## src/rtl/seg_scan_ctrl_if.sv

```systemverilog
// seg_scan_ctrl_if: raw button inputs, clear and scanned display outputs of seg_scan_ctrl
interface seg_scan_ctrl_if #(
  parameter int DIGITS = 8
);
  logic              btn_run;
  logic              btn_cnt;
  logic              btn_mode;
  logic              clr;
  logic [DIGITS-1:0] led_en;
  logic [7:0]        led_cx;
  modport master (output btn_run, btn_cnt, btn_mode, clr, input led_en, led_cx);
  modport slave (input btn_run, btn_cnt, btn_mode, clr, output led_en, led_cx);
endinterface

```

## src/rtl/seg_scan_ctrl.sv

```systemverilog
// seg_scan_ctrl: debounced stopwatch + event counter on a time-multiplexed N-digit 7-segment display
// Define LEAD_ZERO_BLANK_EN to blank digits above the most significant nonzero digit.
module seg_scan_ctrl #(
  parameter int CLK_HZ      = 100_000_000,
  parameter int DIGITS      = 8,
  parameter int SCAN_HZ     = 1000,
  parameter int TICK_HZ     = 10,
  parameter int DEBOUNCE_MS = 20
) (
  input logic            clk,
  input logic            rst,
  seg_scan_ctrl_if.slave bus
);
  localparam int SCAN_CYC = CLK_HZ / (SCAN_HZ * DIGITS);
  localparam int TICK_CYC = CLK_HZ / TICK_HZ;
  localparam int DB_CYC   = CLK_HZ / 1000 * DEBOUNCE_MS;
  localparam int SW = $clog2(SCAN_CYC + 1);
  localparam int TW = $clog2(TICK_CYC + 1);
  localparam int DW = $clog2(DB_CYC + 1);
  localparam int IW = $clog2(DIGITS);
  localparam int BW = 4 * DIGITS;
  localparam logic [SW-1:0] SCAN_END = SW'(SCAN_CYC - 1);
  localparam logic [TW-1:0] TICK_END = TW'(TICK_CYC - 1);
  localparam logic [DW-1:0] DB_END   = DW'(DB_CYC - 1);
  localparam logic [IW-1:0] IDX_END  = IW'(DIGITS - 1);
  localparam logic [IW-1:0] IDX_DP   = IW'(1);

  function automatic logic [BW-1:0] bcd_inc(input logic [BW-1:0] v);
    logic c;
    c = 1'b1;
    bcd_inc = v;
    for (int i = 0; i < DIGITS; i++) begin
      if (c) begin
        bcd_inc[4*i +: 4] = v[4*i +: 4] == 4'd9 ? 4'd0 : v[4*i +: 4] + 4'd1;
        c = v[4*i +: 4] == 4'd9;
      end
    end
  endfunction

  function automatic logic [6:0] seg7(input logic [3:0] d);
    case (d)
      4'd0: seg7 = 7'h40;
      4'd1: seg7 = 7'h79;
      4'd2: seg7 = 7'h24;
      4'd3: seg7 = 7'h30;
      4'd4: seg7 = 7'h19;
      4'd5: seg7 = 7'h12;
      4'd6: seg7 = 7'h02;
      4'd7: seg7 = 7'h78;
      4'd8: seg7 = 7'h00;
      4'd9: seg7 = 7'h10;
      default: seg7 = 7'h7F;
    endcase
  endfunction

  // bit 0 = run, bit 1 = cnt, bit 2 = mode
  logic [2:0]          s1_q, s1_d, s2_q, s2_d, lvl_q, lvl_d, pls_q, pls_d;
  logic [2:0][DW-1:0]  dbc_q, dbc_d;
  logic                run_q, run_d, mode_q, mode_d, tick;
  logic [TW-1:0]       pre_q, pre_d;
  logic [BW-1:0]       tmr_q, tmr_d, cnt_q, cnt_d, val, sh;
  logic [SW-1:0]       div_q, div_d;
  logic [IW-1:0]       idx_q, idx_d;
  logic [DIGITS-1:0]   led_en_q, led_en_d;
  logic [7:0]          led_cx_q, led_cx_d, cx;

  always_comb begin
    s1_d = {bus.btn_mode, bus.btn_cnt, bus.btn_run};
    s2_d = s1_q;
    for (int i = 0; i < 3; i++) begin
      dbc_d[i] = s2_q[i] != lvl_q[i] && dbc_q[i] != DB_END ? dbc_q[i] + 1'b1 : '0;
      lvl_d[i] = s2_q[i] != lvl_q[i] && dbc_q[i] == DB_END ? s2_q[i] : lvl_q[i];
      pls_d[i] = s2_q[i] && !lvl_q[i] && dbc_q[i] == DB_END;
    end
    tick = run_q && pre_q == TICK_END;
    run_d = run_q ^ pls_q[0];
    mode_d = mode_q ^ pls_q[2];
    pre_d = bus.clr || tick ? '0 : run_q ? pre_q + 1'b1 : pre_q;
    tmr_d = bus.clr ? '0 : tick ? bcd_inc(tmr_q) : tmr_q;
    cnt_d = bus.clr ? '0 : pls_q[1] ? bcd_inc(cnt_q) : cnt_q;
    div_d = div_q == SCAN_END ? '0 : div_q + 1'b1;
    idx_d = div_q != SCAN_END ? idx_q : idx_q == IDX_END ? '0 : idx_q + 1'b1;
    val = mode_q ? cnt_q : tmr_q;
    sh = val >> {idx_q, 2'b00};
    cx = {mode_q || idx_q != IDX_DP, seg7(sh[3:0])};
`ifdef LEAD_ZERO_BLANK_EN
    led_cx_d = sh == '0 && idx_q != '0 && (mode_q || idx_q != IDX_DP) ? 8'hFF : cx;
`else
    led_cx_d = cx;
`endif
    led_en_d = ~(DIGITS'(1) << idx_q);
  end

  always_ff @(posedge clk or negedge rst) begin
    if (!rst) begin
      s1_q     <= '0;
      s2_q     <= '0;
      lvl_q    <= '0;
      pls_q    <= '0;
      dbc_q    <= '0;
      run_q    <= 1'b0;
      mode_q   <= 1'b0;
      pre_q    <= '0;
      tmr_q    <= '0;
      cnt_q    <= '0;
      div_q    <= '0;
      idx_q    <= '0;
      led_en_q <= '1;
      led_cx_q <= 8'hFF;
    end else begin
      s1_q     <= s1_d;
      s2_q     <= s2_d;
      lvl_q    <= lvl_d;
      pls_q    <= pls_d;
      dbc_q    <= dbc_d;
      run_q    <= run_d;
      mode_q   <= mode_d;
      pre_q    <= pre_d;
      tmr_q    <= tmr_d;
      cnt_q    <= cnt_d;
      div_q    <= div_d;
      idx_q    <= idx_d;
      led_en_q <= led_en_d;
      led_cx_q <= led_cx_d;
    end
  end

  assign bus.led_en = led_en_q;
  assign bus.led_cx = led_cx_q;
endmodule

```

## src/flat_wrapper.sv

```systemverilog
// flat-port wrapper written by rule: the top's interface ports become plain ports
module seg_scan_ctrl_flat 
#(
  parameter int CLK_HZ      = 100_000_000,
  parameter int DIGITS      = 8,
  parameter int SCAN_HZ     = 1000,
  parameter int TICK_HZ     = 10,
  parameter int DEBOUNCE_MS = 20
)
  (clk, rst, bus_btn_run, bus_btn_cnt, bus_btn_mode, bus_clr, bus_led_en, bus_led_cx);
  seg_scan_ctrl_if #(.DIGITS(DIGITS)) bus_i ();
  input logic clk;
  input logic rst;
  input wire logic [$bits(bus_i.btn_run)-1:0] bus_btn_run;
  input wire logic [$bits(bus_i.btn_cnt)-1:0] bus_btn_cnt;
  input wire logic [$bits(bus_i.btn_mode)-1:0] bus_btn_mode;
  input wire logic [$bits(bus_i.clr)-1:0] bus_clr;
  output wire logic [$bits(bus_i.led_en)-1:0] bus_led_en;
  output wire logic [$bits(bus_i.led_cx)-1:0] bus_led_cx;
  assign bus_i.btn_run = bus_btn_run;
  assign bus_i.btn_cnt = bus_btn_cnt;
  assign bus_i.btn_mode = bus_btn_mode;
  assign bus_i.clr = bus_clr;
  assign bus_led_en = bus_i.led_en;
  assign bus_led_cx = bus_i.led_cx;
  seg_scan_ctrl #(.CLK_HZ(CLK_HZ), .DIGITS(DIGITS), .SCAN_HZ(SCAN_HZ), .TICK_HZ(TICK_HZ), .DEBOUNCE_MS(DEBOUNCE_MS)) u_core (.clk(clk), .rst(rst), .bus(bus_i));
endmodule
```

## config.mk

```make
export PLATFORM = sky130hd
export DESIGN_NAME = seg_scan_ctrl_flat
export DESIGN_NICKNAME = d
export VERILOG_FILES = /design/src/rtl/seg_scan_ctrl_if.sv /design/src/rtl/seg_scan_ctrl.sv /design/src/flat_wrapper.sv
export SDC_FILE = /design/constraint.sdc
export NUM_CORES = 1
export LEC_CHECK = 0
export CORE_MARGIN = 4
export CORE_UTILIZATION = 55
export CTS_BUF_LIST = sky130_fd_sc_hd__clkbuf_8 sky130_fd_sc_hd__clkbuf_16
export DETAILED_ROUTE_END_ITERATION = 7
export DONT_BUFFER_PORTS = 1
export GPL_TIMING_DRIVEN = 0
export PLACE_DENSITY = 0.67
export SLEW_MARGIN = 0
export SYNTH_ARGS = -nofsm -noshare
export SYNTH_HDL_FRONTEND = slang
export SYNTH_SLANG_ARGS = --single-unit
```

## constraint.sdc

```tcl
create_clock -name clk -period 2.85 [get_ports clk]
set_input_delay 0.855 -clock clk [delete_from_list [all_inputs] [get_ports clk]]
set_output_delay 0.855 -clock clk [all_outputs]
set_load 0.005 [all_outputs]
```

# Word-level counts from Yosys, hierarchy flattened
# Memory sizes are Yosys's and may differ from the RTL's. A register that Yosys moved wholly into a read port is not among the register bits.
# Index checks and enable logic that the tools add are counted.
# totals
input_bits	6
rom_bits	112
memories	1
regBits	198
word_cells	194
output_inout_bits	16
# op_classes
n_shift	2
n_reduce_logical	50
n_mux	54
n_eq_ne	30
bitwise_logic	3
addsub	22
# memory_table
name	depth	width	rd	rd_ports_with_merged_regs	write_ports	line	text
(no name shown)	16	7	1	1	0	seg_scan_ctrl.sv:41	case (d)
# ops
cell	n
$mux W32	5
$mux W4	30
$add A4 B1 Y4 const B	16
$eq A4 B4 Y1 const B	16
$add A21 B1 Y21 const B	3
$eq A21 B21 Y1 const B	3
$mux W21	3
$ne A21 B21 Y1 const B	3
$mux W24	2
$reduce_bool A2 Y1	17
$shr A32 B5 Y4	1
$reduce_and A2 Y1	14
$add A24 B1 Y24 const B	1
$eq A24 B24 Y1 const B	1
$add A14 B1 Y14 const B	1
$eq A14 B14 Y1 const B	1
$mux W14	1
$ne A14 B14 Y1 const B	1
$logic_and A1 B1 Y1	13
$mux W1	12
$not A8 Y8	1
$shl A1 B3 Y8 const A	1
$logic_not A1 Y1	4
$add A3 B1 Y3 const B	1
other kinds (6)	10

# Longest topological paths before layout
# depth
word_depth	10
ltp_mapped	10
depth_no_buf	8

# Worst setup path before layout
# Ideal clock, no wire load.
# synth_timing
path_kind	reg-to-reg
startpoint	register u_core.pre_q[11]
endpoint	register u_core.tmr_q[21]
setup_slack_ns	0.620
t_arrival_ns	2.084
setup_time_ns	0.146
n_path_buf	1
synth_period_minus_slack_ns	2.230
required_time_ns	2.704
path_stages_with_launch	8
path_cell_list	dfrtp_1 nor4b_1 nand3_2 or3_1 buf_6 nor3_4 mux2i_1 o22ai_2
# synth_between
elab_chain_len	4
# synth_lines
element	line	text
start, declared	seg_scan_ctrl.sv:60	logic [TW-1:0] pre_q, pre_d;
start signal, assigned	seg_scan_ctrl.sv:118	pre_q <= pre_d;
$eq A24 B24 Y1	seg_scan_ctrl.sv:75	tick = run_q && pre_q == TICK_END;
$logic_and A1 B1 Y1	seg_scan_ctrl.sv:75	
$reduce_bool A2 Y1 (no line)	--	
$reduce_and A2 Y1 (no line)	--	
end signal, assigned	seg_scan_ctrl.sv:119	tmr_q <= tmr_d;
end, declared	seg_scan_ctrl.sv:61	logic [BW-1:0] tmr_q, tmr_d, cnt_q, cnt_d, val, sh;
# Every way passes these cells.
# A chain may end at the register's enable or synchronous reset.

# Final worst setup path
# layout_timing
startpoint	input port bus_clr
endpoint	register u_core.cnt_q[24]
# layout_between
elab_chain_len	2
elab_cells_between_ends	4
cone_classes	1 x mux; 3 x reduce/logical
# layout_lines
element	line	text
start, declared	flat_wrapper.sv:17	input wire logic [$bits(bus_i.clr)-1:0] bus_clr;
$reduce_bool A2 Y1 (no line)	--	
$reduce_and A2 Y1 (no line)	--	
end signal, assigned	seg_scan_ctrl.sv:120	cnt_q <= cnt_d;
end, declared	seg_scan_ctrl.sv:61	
# Several ways; a longest one is shown, not always the timed one.

==> impl_metrics.yaml <==
sta:
  timing_hold_violations_final: 0
  setup_viol_count_final: 0
  max_freq_ghz: 0.384
  finClkSkew_ns: 0.0110
  relSlewSlack_pct: 30.9
  setup_repair_after_global_routing_missed_its_margin: "false"
  timing.final.max_slew_violations: 0
  final_clock_period_utilization_by_the_worst_path_pct: 91.5
  fin_crit_ns: 2.61
  slew_at_the_pin_with_the_worst_max_slew_slack_ns: 1.02
  final.hold.worst_slack_ns: 0.114
final_layout:
  antenna_cells_inserted: 0
  instances_no_fill: 1308
  fill_cells: 1627
  syn_to_final_growth_pct: 8.32
  post_route_cells_drive_above_1_share_pct: 9.40
  final_cell_area_um2: 11300
  nets: 1118
power_and_ir_drop:
  power.density_cell_area_nw_per_um2: 517
  leakagePower_nw: 4.86
  vdd_drop_max_mv: 0.440
floorplanning:
  top_level_ports: 22
  die-height_um: 145
  initial_core_util_pct: 55.7
  row_count: 50
  die_width_um: 145
  coreArea_um2: 18600
  fp.dieArea_um2: 21200
route:
  dr_wl_met2_mm: 9.69
  wirelength_mm: 20.7
  detail_route.iter0.violations: 414
  met1_length_mm: 10.1
  drc: 0
  drt.antenna.violating_nets: 0
  routedWlPerCell_um: 15.8
  met3WireLength_um: 636
  drt_pass1_iterations: 5
  route.top_layer_used: "met4"
  avgViaCountPerCell: 5.68
  route.vias.total: 7435
yosys:
  synth_mux_area_share_pct: 5.83
  synth-edff-count: 0
  postSynthNetCount: 1099
  syn_inst: 1042
  yosys.area.top_type_share_pct: 43.8
  synth_common_cells: "182 x dfrtp_1, 155 x nor2_1, 85 x nand2_1"
  synth_adder_area_share_pct: 6.14
  synth_area_leaders: "dfrtp_1 44%, ha_1 6.1%, xor2_1 5.8%"
  ys_seq_elements: 198
  post-synth-top-count-cell: "dfrtp_1"
  compound_gate_fraction_of_synth_area_pct: 6.90
  synth.distinct_cells: 62
  synth.cell_area_um2: 10400
  netlist.top_cell.by_area: "dfrtp_1"
  simple_gate_fraction_of_synth_area_pct: 22.4
  dominant_combinational_cell_family_by_area_after_synthesis: "simple AND/OR/NAND/NOR gates"
  synth.avg_cell_area_um2: 9.97
  post_synth_xor_area_fraction_pct: 8.17
  synth.yosys.seq_area_share_pct: 47.9
  ys.flop_type: "dfrtp_1"
  ys_async_sr_fraction_pct: 100
  yosysWarningCount: 0
clock_network:
  cts-htree-levels: 4
  ctsRootBufferMaster: "clkbuf_16"
  cts_buffer_depth: 2
  cts_sinks: 198
  cts_buffers: 17
  register_clock_pin_slew_on_the_reported_worst_setup_and_hold_paths_ns: 0.07
  postCtsSetupBuffers: 0
  tritoncts_clock_tree: "done"
  clk_latency_ns: 0.43
  postCtsHoldBufs: 0
grt:
  first_pass_grt_wire_length_mm: 36.4
  antenna_found_initial: 0
  grt.total_usage_pct: 20.7
  global_route.overflow_total: 0
  grt_max_degree: 199
  grt_pass1_vias: 7459
outcome:
  outcome: "finished clean"
setup_path:
  cp_data_arrival_time_ns: 2.90
  timing.critical_path.slowest_stage_cell: "buf_1"
  cpMostUsedCell: "clkbuf_1"
  crit_fanout: 10
  worst-endpoint-required_ns: 3.14
  crit_path_max_incr_delay_ns: 0.55
  setup.worst_path.start_class: "input pin"
  cp_cell_sequence: "clkbuf_1 -> clkbuf_1 -> buf_1 -> clkbuf_1 -> nor2_1"
  setup.worst_path.class: "in -> reg"
  setup.worst_path.end_class: "flop"
run:
  maxCapViolCount: 0
placement:
  instance_count_after_placement_with_tap_cells_included: 1276
  place.gp.congestion: 0.836
  placement.cell_area_um2: 10700
  io_buffer_count: 0
  dp.final_hpwl_mm: 14.2
hold_path:
  hold_class: "in -> async"
==> power by group <==
part / internal, mW / switching (mW)
Sequential: 2.92 / 0.166
Combinational: 0.181 / 0.200
Clock: 1.24 / 1.11
==> routing by layer <==
metal / track usage (%) / vias to the layer above
li1: - / 3674
met1: 29.7 / 3634
met2: 32.9 / 108
met3: 3.24 / 19
met4: 5.89 / 0
met5: 0 / -
==> layout by cell type, fill, tap and decap left out, drive strengths merged, types with 5 or more instances in the layout <==
master,instances
buf,9
nand3b,5
or3,12
xnor2,28
ha,51
a21oi,33
nand2,85
o31ai,7
nand3,75
and2,7
and4,6
nor2,155
dfrtp,182
nor2b,11
mux2,12
clkinvlp,5
dfstp,16
nand4,28
and3,13
and3b,5
xor2,69
nor3,29
mux2i,11
inv,43
mux4,16
clkbuf,37
or2,10
o21ai,49
or4,5
nor4,12
nor4b,7
==> cells by family after synthesis <==
family / count (synthesis)
AND/OR/NAND/NOR: 471
flip-flops: 198
AO/OA/AOI/OAI: 119
XOR/XNOR: 97
buffers and inverters: 67
adder cells (fa/ha/maj): 51
multiplexers: 39
==> registers in the layout, summed over array words and instances, names as in the netlist <==
register           cells
u_core.bus.led_cx      8
u_core.bus.led_en      8
u_core.cnt_q          32
u_core.dbc_q          63
u_core.div_q          14
u_core.idx_q           3
u_core.lvl_q           3
u_core.mode_q          1
u_core.pls_q           3
u_core.pre_q          24
u_core.run_q           1
u_core.s1_q            3
u_core.s2_q            3
u_core.tmr_q          32
==> worst paths after layout <==
| check | start | end | slack (ns) | cells past startpoint |
|---|---|---|---|---|
| max in group asynchronous | rst | u_core.bus.led_cx[7] | 2.25 | 0 |
| max reg2reg | u_core.mode_q | u_core.bus.led_cx[5] | 0.25 | 9 |
| max | bus_clr | u_core.cnt_q[24] | 0.24 | 5 |
| min | rst | u_core.pre_q[19] | 0.11 | 0 |
| min reg2reg | u_core.s1_q[0] | u_core.s2_q[0] | 0.35 | 0 |
| min in group clk | u_core.s1_q[0] | u_core.s2_q[0] | 0.35 | 0 |
==> area by class of cell <==
cell class | instances | area (µm²) | share of cell area (%)
plain buffers | 28 | 131 | 1.17
clock buffers | 18 | 439 | 3.90
clock inverters | 14 | 126 | 1.12
inverters | 39 | 146 | 1.30
multi-input cells | 777 | 5150 | 45.7
flip-flops and latches | 198 | 4970 | 44.2
well taps | 234 | 293 | 2.60
==> per-stage QoR <==
step	setup slack, ns	TNS (ns)	util (%)	power (mW)
after floorplan	0.620	0	-	3.39
after global placement	-0.192	-1.71	57.3	3.50
after detailed placement	-0.162	-1.28	57.3	3.51
after CTS	0.0758	0	60.3	5.86
after global routing	0.0311	0	60.4	6.09
final	0.243	0	60.4	5.82
==> critical path: cells and delay by family <==
kind,cells,cell delay [ns]
buffers and inverters,4,1.91
AND/OR/NAND/NOR,1,0.12
==> what timing repair did <==
item | 4_1_cts | 5_1_grt
gates resized for setup | 0 | 3
hold endpoints to repair | 0 | 0
endpoints found under the setup margin | 0 | 7
(Power assumes the default switching activity.)
